$ cat config.mk
export PLATFORM = sky130hd
export DESIGN_NAME = preg_free_list_flat
export DESIGN_NICKNAME = d
export VERILOG_FILES = /design/src/rtl/rename_pkg.sv /design/src/rtl/preg_free_list_if.sv /design/src/rtl/preg_free_list.sv /design/src/flat_wrapper.sv
export SDC_FILE = /design/constraint.sdc
export NUM_CORES = 1
export LEC_CHECK = 0
export ABC_AREA = 1
export CAP_MARGIN = 10
export CORE_ASPECT_RATIO = 0.9
export CORE_MARGIN = 2
export CORE_UTILIZATION = 40
export CTS_BUF_LIST = sky130_fd_sc_hd__clkbuf_8
export CTS_CLUSTER_SIZE = 24
export DETAILED_ROUTE_END_ITERATION = 10
export PLACE_DENSITY_LB_ADDON = 0.25
export SETUP_SLACK_MARGIN = 0.2
export SKIP_LAST_GASP = 1
export SLEW_MARGIN = 0
export SYNTH_ARGS = -nofsm -noshare
export SYNTH_HDL_FRONTEND = slang
export SYNTH_SLANG_ARGS = --single-unit
$ cat constraint.sdc
create_clock -name clk -period 3.6 [get_ports clk]
set_input_delay 0.72 -clock clk [delete_from_list [all_inputs] [get_ports clk]]
set_output_delay 0.72 -clock clk [all_outputs]
set_load 0.05 [all_outputs]
$ cat src/rtl/rename_pkg.sv
// Shared rename-stage types and sizing for the physical register free list.
package rename_pkg;

    localparam int PREG_W   = 6;
    localparam int NUM_AREG = 32;
    localparam int NUM_PREG = 64;
    localparam int DEPTH    = NUM_PREG - NUM_AREG;

    typedef logic [PREG_W-1:0] preg_t;

    localparam preg_t PREG_ZERO = '0;

endpackage

$ cat src/rtl/preg_free_list_if.sv
// Allocation (rename) and release (retire) handshake of the physical register free list.
interface preg_free_list_if;
    import rename_pkg::*;

    logic  alloc_req;
    logic  alloc_valid;
    preg_t alloc_preg;
    logic  rel_valid;
    preg_t rel_preg;

    // master: rename/retire side; slave: the free list itself
    modport master (
        output alloc_req, rel_valid, rel_preg,
        input  alloc_valid, alloc_preg
    );

    modport slave (
        input  alloc_req, rel_valid, rel_preg,
        output alloc_valid, alloc_preg
    );

endinterface

$ cat src/rtl/preg_free_list.sv
// Circular FIFO of free physical register tags: rename pops the head, retire pushes at the tail.
// Optional macro FREELIST_CHECK_EN adds an in-list vector that drops duplicate releases and flags dup_err.
module preg_free_list
    import rename_pkg::*;
(
    input  logic             clk,
    input  logic             rstn,
    preg_free_list_if.slave  fl,
    output preg_t            free_count,
    output logic             overflow_err,
    output logic             dup_err
);

    localparam int PTR_W = $clog2(DEPTH);

    preg_t            mem [DEPTH];
    logic [PTR_W-1:0] head;
    logic [PTR_W-1:0] tail;
    preg_t            count;

    logic pop;
    logic rel_live;
    logic full;
    logic dup_hit;
    logic push;

    assign full     = (count == preg_t'(DEPTH));
    assign pop      = fl.alloc_req && (count != '0);
    // The x0 mapping is never recycled, so a release of tag 0 is a no-op.
    assign rel_live = fl.rel_valid && (fl.rel_preg != PREG_ZERO);
    // A same-cycle pop frees a slot first, so a full list still accepts the push.
    assign push     = rel_live && !dup_hit && (!full || pop);

    assign fl.alloc_valid = (count != '0);
    assign fl.alloc_preg  = mem[head];
    assign free_count     = count;

    always_ff @(posedge clk) begin
        if (!rstn) begin
            // NOTE: the storage is reset on purpose -- its contents are the initial free tags, not don't-care data.
            for (int i = 0; i < DEPTH; i++) begin
                mem[i] <= preg_t'(NUM_AREG + i);
            end
            head         <= '0;
            tail         <= '0;
            count        <= preg_t'(DEPTH);
            overflow_err <= 1'b0;
        end else begin
            // NOTE: non-blocking assignments so every register samples pre-edge values of its peers.
            if (push) begin
                mem[tail] <= fl.rel_preg;
                tail      <= tail + PTR_W'(1);
            end
            if (pop) begin
                head <= head + PTR_W'(1);
            end
            case ({push, pop})
                2'b10:   count <= count + preg_t'(1);
                2'b01:   count <= count - preg_t'(1);
                default: count <= count;
            endcase
            if (rel_live && full && !pop) begin
                overflow_err <= 1'b1;
            end
        end
    end

`ifdef FREELIST_CHECK_EN
    logic [NUM_PREG-1:0] in_list;

    assign dup_hit = rel_live && in_list[fl.rel_preg];

    always_ff @(posedge clk) begin
        if (!rstn) begin
            in_list <= {{DEPTH{1'b1}}, {NUM_AREG{1'b0}}};
            dup_err <= 1'b0;
        end else begin
            // Pushed tag is never the popped one: a pushed tag's bit was clear, the head's bit is set.
            if (pop) begin
                in_list[mem[head]] <= 1'b0;
            end
            if (push) begin
                in_list[fl.rel_preg] <= 1'b1;
            end
            if (dup_hit) begin
                dup_err <= 1'b1;
            end
        end
    end
`else
    assign dup_hit = 1'b0;
    assign dup_err = 1'b0;
`endif

endmodule

$ cat src/flat_wrapper.sv
// flat-port wrapper written by rule: the top's interface ports become plain ports
module preg_free_list_flat import rename_pkg::*;
  (clk, rstn, free_count, overflow_err, dup_err, fl_alloc_req, fl_rel_valid, fl_rel_preg, fl_alloc_valid, fl_alloc_preg);
  preg_free_list_if fl_i ();
  input  logic clk;
  input  logic rstn;
  output preg_t free_count;
  output logic overflow_err;
  output logic dup_err;
  input wire logic [$bits(fl_i.alloc_req)-1:0] fl_alloc_req;
  input wire logic [$bits(fl_i.rel_valid)-1:0] fl_rel_valid;
  input wire logic [$bits(fl_i.rel_preg)-1:0] fl_rel_preg;
  output wire logic [$bits(fl_i.alloc_valid)-1:0] fl_alloc_valid;
  output wire logic [$bits(fl_i.alloc_preg)-1:0] fl_alloc_preg;
  assign fl_i.alloc_req = fl_alloc_req;
  assign fl_i.rel_valid = fl_rel_valid;
  assign fl_i.rel_preg = fl_rel_preg;
  assign fl_alloc_valid = fl_i.alloc_valid;
  assign fl_alloc_preg = fl_i.alloc_preg;
  preg_free_list u_core (.clk(clk), .rstn(rstn), .fl(fl_i), .free_count(free_count), .overflow_err(overflow_err), .dup_err(dup_err));
endmodule
==> summary.txt <==
Final layout
  – Most frequent cells in the layout: 330 x nand2_1, 275 x nand3_1, 192 x edfxtp_1
  – Synth-to-Final Area Change: 12.6%
  – Share of layout cells above drive strength 1: 8.51%
  – Storage element area: 0.00621 mm2
  – Most common cell after layout, fill and taps aside: nand2_1
  – Layout fillers: 2,459
  – Final net count: 1,137
  – Diodes inserted: 0
  – Area of the multi-input gates: 0.00355 mm2

Routing
  – Vias per inst: 5.23
  – Detail Route Antenna Nets: 0
  – DRT Pass-1 Iters: 7
  – WL/cell: 18.2 um
  – Drt initial violations: 729
  – Final wirelength: 27,000 um
  – Routed via count: 7,757
  – Remaining DRCs: 0

Run status
  – Outcome: completed

Timing
  – Max Freq: 311 MHz
  – Final Hold Violating Endpoints: 0
  – Final worst slack: 0.390 ns
  – Hold slack: 0.490 ns
  – Period utilisation layout: 89.2%
  – Max transition margin: 39.1%
  – RSZ-0062 raised after global routing: no
  – Fin crit period: 3.21 ns
  – Worst Skew: 0.0256 ns
  – Endpoints failing setup: 0
  – Slew @ Worst Pin: 0.913 ns
  – Final Max Slew Viols: 0
  – Sum Neg Setup Slack: 0 ns

Critical path
  – Type of the worst setup path: reg2out
  – CP Buf/Inv Count: 3
  – R2R depth: 15
  – Worst r2r src: u_core.free_count[0]$_SDFFE_PN0P_
  – CP Max Fanout: 42
  – Most frequent CP cell: nand3_1
  – CP peak stage delay: 0.45 ns
  – Crit-path cells: inv_1, buf_4, nand3_1, nand3_1, nand2_1, nand2_1, nand3_1, and2_1, buf_12
  – Crit end category: primary output
  – Top delay family on crit path: simple AND/OR/NAND/NOR gates
  – Worst EP arrival: 2.49 ns
  – CP Launch Type: register
  – Critical Path Slowest Stage Cell: buf_4
  – Reg2reg end: u_core.free_count[5]$_SDFFE_PN1P_
  – Required time worst endpoint: 2.88 ns
  – R2R Setup Slk: 1.28 ns

Placed design
  – DP Worst Slack: 0.409 ns
  – Post-detail-place hpwl: 16,700 um
  – # port buffers: 23
  – Final RePlAce weighted congestion: 0.813

Worst hold path
  – Hold_sp: u_core.overflow_err$_SDFFE_PN0P_
  – Min-Delay Path Depth: 2
  – Hold Path Class: reg2reg
  – Worst Hold Endpoint: u_core.overflow_err$_SDFFE_PN0P_

Clock network
  – CTS Buf Count: 36
  – Clk sinks: 214
  – Worst-Skew Late Latency: 0.53 ns
  – Max H-tree Level: 2
  – Clk slew on worst S/H paths: 0.06 ns
  – Postcts setup bufs: 0
  – CTS root buf: clkbuf_8
  – Clk buf depth: 3
  – CTS tree: built

Floorplanning
  – DIE HEIGHT: 156 um
  – Die area: 0.0270 mm2
  – Core area: 0.0252 mm2
  – Row cnt: 55
  – Initial core utilization: 40.8%
  – DIE WIDTH: 173 um
  – Top Ports: 25

Synth
  – Synth warn: 0
  – Syn Inst Count: 1,110
  – Post-synthesis sequential area ratio: 60.4%
  – Yosys top cell area share: 56.1%
  – Synth Area per Inst: 9.26 um2
  – Post-synth top area cell: edfxtp_1
  – Area contributors post-synth: edfxtp_1 56%, nand3_1 13%, nand2_1 12%
  – Mapped Nets: 1,130
  – Synth cell types: 27
  – Synth Register Bits: 214
  – Syn Std Cell Area: 0.0103 mm2

Global route
  – Initial antenna violation count: 0
  – Gr ovfl total: 0
  – Vias in the first global route: 7,690
  – First-pass GRT wire length: 42,300 um
  – Largest net degree at the start of global routing: 97
  – Total GRT Usage: 20.3%

Power and ir drop
  – P_leak: 4.28 nW
  – Power Dens Cells: 496 mW/mm2
  – Final Total Pwr: 0.00575 W
  – Clock Power Share: 34.9%
  – Switch share: 28.9%
  – Psw: 0.00166 W
  – Internal power: 0.00409 W
  – Logic pwr share: 16.4%
  – VDD IR max: 334 uV
  – Sequential share of power: 48.6%

Flow run
  – Max_cap viols: 0
-- synthesized netlist by cell type --
cell type / count
nor2_4: 3
nor2_1: 105
buf_4: 6
nor3_2: 3
edfxtp_1: 192
inv_1: 36
nand2_1: 330
nand2_8: 1
nor3_1: 6
and2_1: 6
o21ai_0: 10
nand2_2: 3
nor2_8: 3
dfxtp_1: 22
clkbuf_1: 44
xnor2_1: 3
fa_1: 1
buf_1: 4
inv_2: 1
buf_6: 3
nand3_1: 275
a31oi_1: 1
a21oi_1: 10
buf_2: 28
ha_1: 9
conb_1: 1
o21bai_1: 4
-- worst reg2reg max path: cells and delay by family, from the launching register on --
family / cells / cell delay, ns
adder cells (fa/ha/maj): 1 / 0.34
AND/OR/NAND/NOR: 12 / 1.22
flip-flops: 1 / 0.36
buffers and inverters: 2 / 0.26
-- power by group through the flow --
| stage | sequential (W) | combinational, W | clock (W) |
|---|---|---|---|
| finish | 0.00280 | 0.000946 | 0.00201 |
| global route | 0.00280 | 0.00104 | 0.00215 |
| CTS | 0.00280 | 0.000951 | 0.00205 |
| detailed placement | 0.00285 | 0.000948 | 0 |
| global placement | 0.00285 | 0.000943 | 0 |
| floorplan | 0.00288 | 0.000581 | 0 |
-- cell families after synthesis --
| family | after synthesis | synth area share [%] |
|---|---|---|
| other cells | 1 | 0.0365 |
| compound gates | 25 | 1.33 |
| simple gates | 735 | 31.5 |
| fa+ha+maj | 10 | 1.29 |
| buf+inv | 122 | 5.23 |
| xor+xnor | 3 | 0.256 |
| flops | 214 | 60.4 |
-- what timing repair did --
action | CTS | global route
endpoints found under the setup margin | 0 | 2
resized for setup | 0 | 2
hold buffers | 0 | 0
-- registers in the layout, summed over array words and instances, names as in the netlist, named ones only --
| name | flops |
|---|---|
| u_core.free_count | 6 |
| u_core.head | 5 |
| u_core.mem | 192 |
| u_core.overflow_err | 1 |
| u_core.tail | 5 |
-- layout make-up --
class                      instances  share of cell area [%]
inverter                          37                    1.22
sequential                       214                    53.6
tap                              342                    3.69
clock inverter                    23                   0.994
timing repair buffer              54                    5.34
multi-input combinational        774                    30.6
clock buffer                      38                    4.52
-- per-layer routing --
layer / part of all wire (%) / up-vias / track usage (%)
met5: 0 / - / 0
met4: 2.3 / 0 / 6.94
met3: 7.4 / 49 / 3.39
met2: 45 / 271 / 31.8
met1: 45 / 3660 / 28.8
li1: - / 3777 / -
-- worst max path at each step --
stage	from	endpoint	slack (ns)	cells past startpoint
after floorplan	u_core.free_count[2]$_SDFFE_PN0P_	u_core.free_count[5]$_SDFFE_PN1P_	0.80	15
after global placement	fl_rel_preg[1]	u_core.free_count[5]$_SDFFE_PN1P_	0.43	15
after detailed placement	fl_rel_preg[4]	u_core.mem[2][4]$_SDFFCE_PN0P_	0.41	9
after CTS	register	fl_alloc_preg[4]	0.32	10
after global routing	register	fl_alloc_preg[0]	0.26	9
final	register	fl_alloc_preg[0]	0.39	9
-- through the flow --
stage,util [%],cells,cell area [um2]
4_1_cts,46.0,1482,11600
6_report,46.0,1482,11600
3_3_place_gp,43.4,1421,10900
5_1_grt,46.0,1482,11600
3_5_place_dp,43.4,1421,10900
2_1_floorplan,-,1110,10300
Power figures use the tool's default switching activity.
